**src/rtl/pipelined_popcount.sv**
```systemverilog
// Pipelined population count: 6-bit LUT chunks followed by a registered adder tree.
// Define POPCOUNT_ACC_EN to add a saturating per-frame accumulator stage after the tree.
module pipelined_popcount #(
    parameter int DIN_WIDTH = 64,
    parameter int ACC_WIDTH = 32
) (
    input  logic                 i_clk,
    input  logic                 i_rst,
    input  logic                 i_in_valid,
    output logic                 o_in_ready,
    input  logic [DIN_WIDTH-1:0] i_din,
    input  logic                 i_in_last,
    output logic                 o_out_valid,
    input  logic                 i_out_ready,
    output logic [ACC_WIDTH-1:0] o_dout
);

    localparam int NCHUNK    = (DIN_WIDTH + 5) / 6;
    localparam int LEVELS    = $clog2(NCHUNK);
    localparam int CNT_WIDTH = $clog2(DIN_WIDTH + 1);

    function automatic logic [63:0][2:0] build_pop6_table();
        logic [63:0][2:0] t;
        int c;
        t = '0;
        for (int v = 0; v < 64; v++) begin
            c = 0;
            for (int b = 0; b < 6; b++) c += (v >> b) & 1;
            t[v] = 3'(c);
        end
        return t;
    endfunction

    function automatic int level_count(int l);
        return (NCHUNK + (1 << l) - 1) >> l;
    endfunction

    // Each tree level needs one more bit than the last, never more than the full count.
    function automatic int level_width(int l);
        return (3 + l < CNT_WIDTH) ? 3 + l : CNT_WIDTH;
    endfunction

    localparam logic [63:0][2:0] POP6 = build_pop6_table();
    localparam int TW = level_width(LEVELS);

    logic                  w_adv;
    logic [NCHUNK*6-1:0]   w_din_pad;
    logic [LEVELS:0]       r_vld;
    logic [TW-1:0]         w_tree_cnt;

    assign w_adv      = !o_out_valid || i_out_ready;
    assign o_in_ready = w_adv;
    assign w_din_pad  = (NCHUNK*6)'(i_din);

    always_ff @(posedge i_clk) begin
        if (i_rst) begin
            r_vld <= '0;
        end else if (w_adv) begin
            r_vld <= (LEVELS+1)'({r_vld, i_in_valid});
        end
    end

    genvar l, j;
    for (l = 0; l <= LEVELS; l++) begin : g_lvl
        localparam int N = level_count(l);
        localparam int W = level_width(l);
        logic [W-1:0] r_sum  [N];
        logic [W-1:0] w_next [N];

        if (l == 0) begin : g_leaf
            for (j = 0; j < N; j++) begin : g_chunk
                assign w_next[j] = W'(POP6[w_din_pad[6*j +: 6]]);
            end
        end else begin : g_node
            localparam int NP = level_count(l - 1);
            for (j = 0; j < N; j++) begin : g_pair
                if (2*j + 1 < NP) begin : g_add
                    assign w_next[j] = W'(g_lvl[l-1].r_sum[2*j]) + W'(g_lvl[l-1].r_sum[2*j+1]);
                end else begin : g_pass
                    assign w_next[j] = W'(g_lvl[l-1].r_sum[2*j]);
                end
            end
        end

        always_ff @(posedge i_clk) begin
            if (i_rst) begin
                for (int k = 0; k < N; k++) r_sum[k] <= '0;
            end else if (w_adv) begin
                for (int k = 0; k < N; k++) r_sum[k] <= w_next[k];
            end
        end
    end

    assign w_tree_cnt = g_lvl[LEVELS].r_sum[0];

`ifdef POPCOUNT_ACC_EN
    logic [LEVELS:0]      r_last;
    logic                 r_out_vld;
    logic [ACC_WIDTH-1:0] r_acc;
    logic [ACC_WIDTH-1:0] r_dout;
    logic [ACC_WIDTH:0]   w_sum;
    logic [ACC_WIDTH-1:0] w_sum_sat;

    assign w_sum     = {1'b0, r_acc} + (ACC_WIDTH+1)'(w_tree_cnt);
    assign w_sum_sat = w_sum[ACC_WIDTH] ? {ACC_WIDTH{1'b1}} : w_sum[ACC_WIDTH-1:0];

    always_ff @(posedge i_clk) begin
        if (i_rst) begin
            r_last    <= '0;
            r_out_vld <= 1'b0;
            r_acc     <= '0;
            r_dout    <= '0;
        end else if (w_adv) begin
            r_last    <= (LEVELS+1)'({r_last, i_in_last});
            r_out_vld <= r_vld[LEVELS] && r_last[LEVELS];
            if (r_vld[LEVELS]) begin
                // Emitting a frame result also starts the next frame from zero.
                if (r_last[LEVELS]) begin
                    r_dout <= w_sum_sat;
                    r_acc  <= '0;
                end else begin
                    r_acc  <= w_sum_sat;
                end
            end
        end
    end

    assign o_out_valid = r_out_vld;
    assign o_dout      = r_dout;
`else
    logic w_unused_last;

    assign w_unused_last = i_in_last;
    assign o_out_valid   = r_vld[LEVELS];
    assign o_dout        = ACC_WIDTH'(w_tree_cnt);
`endif

endmodule

```
**config.mk**
```make
export PLATFORM = sky130hd
export DESIGN_NAME = pipelined_popcount
export DESIGN_NICKNAME = d
export VERILOG_FILES = /design/src/rtl/pipelined_popcount.sv
export SDC_FILE = /design/constraint.sdc
export NUM_CORES = 1
export LEC_CHECK = 0
export CORE_MARGIN = 5
export CORE_UTILIZATION = 41
export CTS_CLUSTER_SIZE = 10
export DETAILED_ROUTE_END_ITERATION = 10
export DONT_BUFFER_PORTS = 1
export HOLD_SLACK_MARGIN = 0.1
export MAX_ROUTING_LAYER = met4
export PLACE_DENSITY = 0.63
export SLEW_MARGIN = 15
export SYNTH_ARGS = -nofsm -noshare
export SYNTH_HDL_FRONTEND = slang
export SYNTH_SLANG_ARGS = --single-unit
```
**constraint.sdc**
```tcl
create_clock -name i_clk -period 6.3 [get_ports i_clk]
set_clock_uncertainty 0.05 [all_clocks]
set_input_delay 0.315 -clock i_clk [delete_from_list [all_inputs] [get_ports i_clk]]
set_output_delay 0.315 -clock i_clk [all_outputs]
set_load 0.02 [all_outputs]
```
Yosys cells after proc, flatten, opt, wreduce, memory -nomap -nowiden
Memory sizes are Yosys's and may differ from the RTL's.
Index checks and enable logic that the tools add are counted.
{ "op_classes": {"add_sub_neg": 10, "n_mul": 0, "div": 0, "n_lt_le_gt_ge": 11, "eq_ne": 0, "shift": 0, "n_mux": 40, "bitwise_logic": 22, "n_reduce_logical": 3} }
{ "op_table": {"columns": ["cell", "n"], "rows": [
  ["6-bit by 7-bit < comparator with 1-bit output (second input constant)", 10],
  ["3-bit 2-to-1 mux", 22],
  ["4-bit 2-to-1 mux", 6],
  ["1-bit OR", 22],
  ["3-bit by 3-bit adder with 4-bit output", 5],
  ["4-bit by 4-bit adder with 5-bit output", 3],
  ["5-bit 2-to-1 mux", 3],
  ["6-bit 2-to-1 mux", 2],
  ["6-bit by 6-bit adder with 7-bit output", 1],
  ["4-bit by 7-bit < comparator with 1-bit output (second input constant)", 1],
  ["7-bit 2-to-1 mux", 1],
  ["7-bit OR reduction", 1],
  ["5-bit by 5-bit adder with 6-bit output", 1],
  ["1-bit 2-to-1 mux", 6],
  ["1-bit logical NOT", 1],
  ["1-bit logical OR", 1]
]} }
{ "totals": {"reg_bits": 5, "latchBits": 0, "ram_bits": 91, "romBits": 1968, "output_inout_bits": 34, "n_memories": 16} }
{ "memory_table": {"columns": ["memory", "words", "word_bits", "rd", "rd_ports_with_merged_regs", "wr", "line", "source"], "rows": [
  ["(name not given)", 64, 3, 1, 0, 0, "72", "assign w_next[j] = W'(POP6[w_din_pad[6*j +: 6]]);"],
  ["(name not given)", 64, 3, 1, 0, 0, "72", null],
  ["(name not given)", 64, 3, 1, 0, 0, "72", null],
  ["(name not given)", 64, 3, 1, 0, 0, "72", null],
  ["(name not given)", 64, 3, 1, 0, 0, "72", null],
  ["(name not given)", 64, 3, 1, 0, 0, "72", null],
  ["10 more memories", null, null, null, null, null, null, null]
]} }

Longest topological paths before layout
Gate-level depths: netlist of run 1.
{ "logic_depth": {"depth_word": 7, "ltp_mapped": 8, "ltp_nobuf": 7} }

Worst setup path before layout of run 1
Ideal clock, no wire load.
{ "synth_timing": {"path_type": "input to register", "start": "in i_rst", "end": "mem g_lvl[0].r_sum[0][0] (netlist name), enable pin", "t_arrival_ps": 2702, "t_required_ps": 5787, "slack_ps": 3085, "path_stages": 2, "n_path_buf": 1, "path_cell_list": "buf_2 > nand2b_1"} }
{ "synth_rtl": {"columns": ["element", "line", "source"], "rows": [
  ["start, declared", "8", "input logic i_rst,"],
  ["end, declared", "67", "logic [W-1:0] r_sum [N];"]
]} }

==> results of run 1 <==
## power by group
part,switching (W),leakage (nW),internal (W)
Combinational,0.000173,2.22,0.000153
Sequential,0.0000348,1.10,0.000767
Clock,0.000228,0.141,0.000305
## metrics by stage
step                worst slack (ps)  hold slack (ps)  total power, W  std cells
detailed placement              3870              339         0.00114        976
global placement                3850              336         0.00114        976
floorplan                       3080              382         0.00113        815
finish                          3930              116         0.00166        994
CTS                             3860              100         0.00169        994
global route                    3720              106         0.00177        994
## how the worst min path moves through the flow
stage,cells after the start,to
3_5_place_dp,1,r_vld[3]$_SDFFE_PP0P_
4_1_cts,1,g_lvl[0].r_sum[10][0]$_SDFFCE_PP0P_
3_3_place_gp,1,r_vld[2]$_SDFFE_PP0P_
2_1_floorplan,2,r_vld[0]$_SDFFE_PP0P_
6_report,1,g_lvl[0].r_sum[10][0]$_SDFFCE_PP0P_
5_1_grt,1,g_lvl[0].r_sum[10][0]$_SDFFCE_PP0P_
## sequential cells by signal (all words and copies together) (netlist names)
name / flops
r_vld: 5
g_lvl.r_sum: 89
## final cells by class
class / instances / share of cell area (%)
clock buffers: 9 / 2.85
clock inverters: 7 / 0.807
inverters: 68 / 3.26
multi-input cells: 578 / 53.9
flip-flops and latches: 94 / 35.1
well taps: 234 / 3.70
repair buffers: 4 / 0.443
## cell families (layout without fill, tap and decap cells)
logic type,Yosys count,in the layout,synth area share [%]
AO/OA/AOI/OAI,133,133,12.9
XOR/XNOR,54,54,6.31
adder cells (fa/ha/maj),95,95,16.2
buffers and inverters,143,88,10.4
flip-flops,94,94,35.9
multiplexers,16,16,2.07
other,1,25,0.0485
AND/OR/NAND/NOR,255,255,16.3
## synthesized netlist by cell type, types with 17 or more instances
cell / count
a21oi_1: 18
and2_1: 20
buf_2: 29
buf_4: 28
edfxtp_1: 89
ha_1: 79
inv_1: 67
nand2_1: 56
nand2b_1: 26
nand3_1: 27
nor2_1: 67
nor2b_1: 17
nor3_1: 23
o21ai_0: 20
xnor2_1: 32
xor2_1: 20
## per-layer routing
| layer | GRT usage [%] | routed length (um) | share of wire, % | vias to the layer above |
|---|---|---|---|---|
| met5 | - | 0 | 0 | - |
| met4 | 3.49 | 148 | 1.2 | 0 |
| met3 | 2.56 | 504 | 4.0 | 11 |
| met2 | 19.5 | 5890 | 47 | 87 |
| met1 | 15.7 | 5950 | 48 | 2278 |
| li1 | - | - | - | 2643 |
==> results.yml, run 1 <==
timing:
  layout_min_cycle_time_ps: 2370
  finalSetupViolCount: 0
  min_period_over_period_pct: 37.7
  hold_viol: 0
  rsz0062_at_grt: "false"
  drv_slew: 0
  tns_ps: 0
  fmax_ghz: 0.421
  worst_pin_slew_ps: 907
  slew_headroom_pct: 39.5
cts:
  cts_tree: "done"
  cts_max_level: 3
  clock_path_buffers: 2
  cts_hold_buf: 2
  cts.sinks: 94
  cts_resized: 0
  root_buffer: "clkbuf_16"
  clk_latency_ps: 340
  post_cts_buffers: 0
  cts.clk_slew.worst_paths_ps: 70
  cts_buffers: 9
global_routing:
  grt_antenna_before_repair: 0
  grt_max_degree: 74
  track_usage_pct: 12.2
  grt_pass1_vias: 4823
  grt_pass1_wl_um: 21800
  overflow: 0
logic_synthesis:
  ys_top_cells_by_area: "edfxtp_1 35%, ha_1 13%, xnor2_1 3.6%"
  ys_warn_count: 0
  synthArstFlopShare_pct: 0
  synth_edf_count: 89
  synth_ff_type: "edfxtp_1"
  yosysSeqAreaShare_pct: 35.9
  ys_ff_latch: 94
  synth.avg_cell_area_um2: 9.77
  yosys.area.top_type: "edfxtp_1"
  synthesis.area_mm2: 0.00773
  synth_top_cell_area_share_pct: 34.6
  ys_types: 62
  netlist_instances: 791
critical_path:
  worstReg2RegStart: "r_vld[4]$_SDFFE_PP0P_"
  cpMaxStageDelayCell: "nand2b_4"
  reg2reg_depth: 5
  crit_path_end: "g_lvl[0].r_sum[2][1]$_SDFFCE_PN0P_"
  crit_type: "reg2reg"
  crit_cells: 5
  reg2reg_slack_ps: 3930
  critPathTopFamily: "simple AND/OR/NAND/NOR gates"
  arrival_ps: 2420
  critPathLaunchType: "flip-flop"
  end_kind: "flip-flop"
  critPathLaunch: "r_vld[4]$_SDFFE_PP0P_"
  crit_buf_inv: 1
  cp_max_fo: 73
  cp_cell_sequence: "nor2b_4, inv_4, nand2b_4, nor2_1, a211o_1"
  slowest_delay_ps: 600
  critPathRequiredTime_ps: 6340
  worstReg2RegEnd: "g_lvl[0].r_sum[2][1]$_SDFFCE_PN0P_"
placement:
  gp_congestion: 0.818
  io_buffers: 0
  place_area_mm2: 0.00759
  dp_hpwl_um: 9020
die:
  die_area_mm2: 0.0217
  pin_count: 103
  start_util_pct: 41.5
  die_w_um: 147
  fp.dieH_um: 147
  row_count: 50
  core_area_mm2: 0.0186
min_path:
  min-delay-start: "i_rst"
  min_path_type: "in2reg"
finish:
  nets: 913
  postLayoutCellArea_mm2: 0.00790
  register_area_mm2: 0.00277
  n_antenna_cell: 0
  drive_above_1_share_pct: 4.21
  final_common_cell: "edfxtp_1"
  final_cell_mix: "89 x edfxtp_1, 79 x ha_1, 67 x inv_1, 66 x nor2_1, 56 x nand2_1"
  utilization_pct: 42.4
  syn2layout_area_growth_pct: 2.25
  multiInputGateArea_mm2: 0.00426
  fillCellCount: 1768
detailed_routing:
  drt_iter0_drc: 255
  wl_per_cell_um: 12.6
  vias_per_cell: 5.05
  wirelength_um: 12500
  drcViolationCount: 0
  first_pass_iters: 4
  dr_total_vias: 5019
  drtAntennaViolNets: 0
outcome:
  status: "finished, final reports clean"
power:
  p_leak_nw: 3.46
  power-per-cell-area_mw_per_mm2: 210
  ir_worst_vdd_v: 0.0000943
flow_run:
  drv_cap: 0
No activity file was read; power rests on OpenSTA's default activity.
==> run 2, diff against run 1 <==
- PLACE_DENSITY: 0.63 -> 0.65
- clock period: 6.3 -> 2.18 ns (I/O delays scaled with it)
==> run 2 against run 1 <==
Compared with the run above:
- utilization rose by 3.2 points
- first-iteration DRC count fell by 6.3%
- die area did not move
- cell count rose by 5.6%
- power rose to 2.9 times the previous value
- worst setup slack got worse by 3900 ps
- non-clock buffer count rose by 56
- register-to-register slack got worse by 3700 ps
- clock-buffer cell count rose by 1
- combinational power rose to 3.2 times the previous value
- hold slack got worse by 4.6 ps
- cell area rose by 7.5%
- critical path type is now in2reg
==> results.yml, run 2 (same netlist as run 1, synthesis figures left out) <==
placement:
  dp_hpwl_um: 9440
  io_buffers: 0
  gp_congestion: 0.805
  dp_cells: 982
finish:
  fin_cells: 1050
  nets: 969
  multiInputGateArea_mm2: 0.00426
  top_register: "g_lvl.r_sum"
  register_area_mm2: 0.00277
  fillCellCount: 1780
  drive_above_1_share_pct: 5.15
  syn2layout_area_growth_pct: 9.89
  final_common_cell: "edfxtp_1"
  n_antenna_cell: 0
  largest_reg_flops: 89
  final_cell_mix: "89 x edfxtp_1, 79 x ha_1, 67 x inv_1, 66 x nor2_1, 55 x nand2_1"
  largestRegisters: "g_lvl.r_sum: 89 flops, r_vld: 5 flops"
critical_path:
  cp_cell_sequence: "dlygate4sd3_1, nand2_2, o21ai_0, nand3_1, dlygate4sd3_1, a31oi_1, dlygate4sd3_1"
  cpMaxStageDelayCell: "dlygate4sd3_1"
  cp_max_fo: 5
  critPathRequiredTime_ps: 2220
  reg2reg_slack_ps: 180
  critPathLaunchType: "primary input"
  slowest_delay_ps: 570
  worstReg2RegEnd: "g_lvl[0].r_sum[9][1]$_SDFFCE_PN0P_"
  cp_common_cell: "dlygate4sd3_1"
  crit_type: "in2reg"
  end_kind: "flip-flop"
  arrival_ps: 2160
  reg2reg_depth: 7
  worstReg2RegStart: "r_vld[4]$_SDFFE_PP0P_"
die:
  fp.dieH_um: 147
  pin_count: 103
  die_area_mm2: 0.0217
  row_count: 50
  die_w_um: 147
  start_util_pct: 41.5
  core_area_mm2: 0.0186
global_routing:
  grt_antenna_before_repair: 0
  track_usage_pct: 13.1
  overflow: 0
  grt_pass1_wl_um: 23400
  grt_max_degree: 42
  grt_pass1_vias: 5225
detailed_routing:
  wl_per_cell_um: 13.0
  drt_iter0_drc: 239
  dr_total_vias: 5356
  drcViolationCount: 0
  wirelength_um: 13600
  vias_per_cell: 5.10
  drtAntennaViolNets: 0
  first_pass_iters: 4
timing:
  tns_ps: 0
  drv_slew: 0
  min_period_over_period_pct: 97.1
  holdWs_ps: 112
  fmax_ghz: 0.472
  hold_viol: 0
  layout_min_cycle_time_ps: 2120
  finalSetupViolCount: 0
  rsz0062_at_grt: "false"
min_path:
  min_path_type: "in2reg"
  hold_depth: 3
  hold-path-endpoint: "g_lvl[0].r_sum[1][1]$_SDFFCE_PN0P_"
  min-delay-start: "i_din[11]"
flow_run:
  drv_cap: 0
cts:
  cts_tree: "done"
  cts_max_level: 3
  clock_path_buffers: 2
  root_buffer: "clkbuf_16"
  cts_buffers: 9
  clk_latency_ps: 340
  cts.clk_slew.worst_paths_ps: 60
  cts.sinks: 94
outcome:
  status: "finished, final reports clean"
power:
  power-per-cell-area_mw_per_mm2: 565
  p_leak_nw: 3.72
  ir_worst_vdd_v: 0.000338
[run 2: critical path: cells and delay by family]
kind                   cells  cell delay [ps]
buffers and inverters      3             1680
AOI/OAI and AO/OA          2              170
and+or+nand+nor            2              200
[run 2: timing repair]
item                                    in CTS  in global routing
setup buffers                                0                  2
hold endpoints to repair                    27                  1
resized for setup                            0                  3
hold buffers                                49                  1
endpoints found under the setup margin       0                  2
[run 2: cell type report]
| cell class | count | share of cell area (%) |
|---|---|---|
| sequential | 94 | 32.6 |
| clock inverter | 6 | 0.442 |
| timing repair buffer | 60 | 7.56 |
| tap | 234 | 3.45 |
| multi-input combinational | 578 | 50.2 |
| clock buffer | 10 | 2.70 |
| inverter | 68 | 3.03 |
[run 2: worst max-delay path by stage]
stage                                       start                            endpoint  slack, ps  cells past startpoint
3_5_place_dp   g_lvl[3].r_sum[0][0]$_SDFFCE_PN0P_  g_lvl[4].r_sum[0][6]$_SDFFCE_PN0P_        130                      6
3_3_place_gp   g_lvl[3].r_sum[0][0]$_SDFFCE_PN0P_  g_lvl[4].r_sum[0][6]$_SDFFCE_PN0P_        160                      6
5_1_grt                                 i_din[41]  g_lvl[0].r_sum[6][2]$_SDFFCE_PN0P_          8                      7
2_1_floorplan  g_lvl[3].r_sum[0][0]$_SDFFCE_PN0P_  g_lvl[4].r_sum[0][6]$_SDFFCE_PN0P_        240                      6
6_report                                i_din[41]  g_lvl[0].r_sum[6][2]$_SDFFCE_PN0P_         60                      7
4_1_cts                     r_vld[4]$_SDFFE_PP0P_  g_lvl[0].r_sum[6][2]$_SDFFCE_PN0P_         20                      6
[run 2: per-layer routing]
| metal | routed length (um) | GRT usage [%] |
|---|---|---|
| met2 | 6630 | 21.8 |
| met1 | 6290 | 16.0 |
| met3 | 622 | 3.70 |
| met4 | 102 | 2.70 |
| met5 | 0 | - |
[run 2: report_power, final]
part / switching [W] / internal, W
Sequential: 0.0000994 / 0.00222
Combinational: 0.000533 / 0.000518
Clock: 0.000660 / 0.000769
[run 2: metrics by stage]
step	power, W	cell area (um2)	util [%]	worst slack [ps]
3_3_place_gp	0.00330	7690	41.2	157
2_1_floorplan	0.00326	7830	-	245
5_1_grt	0.00512	8490	45.6	8.44
4_1_cts	0.00487	8450	45.3	15.8
6_report	0.00480	8490	45.6	62.6
3_5_place_dp	0.00333	7690	41.2	130
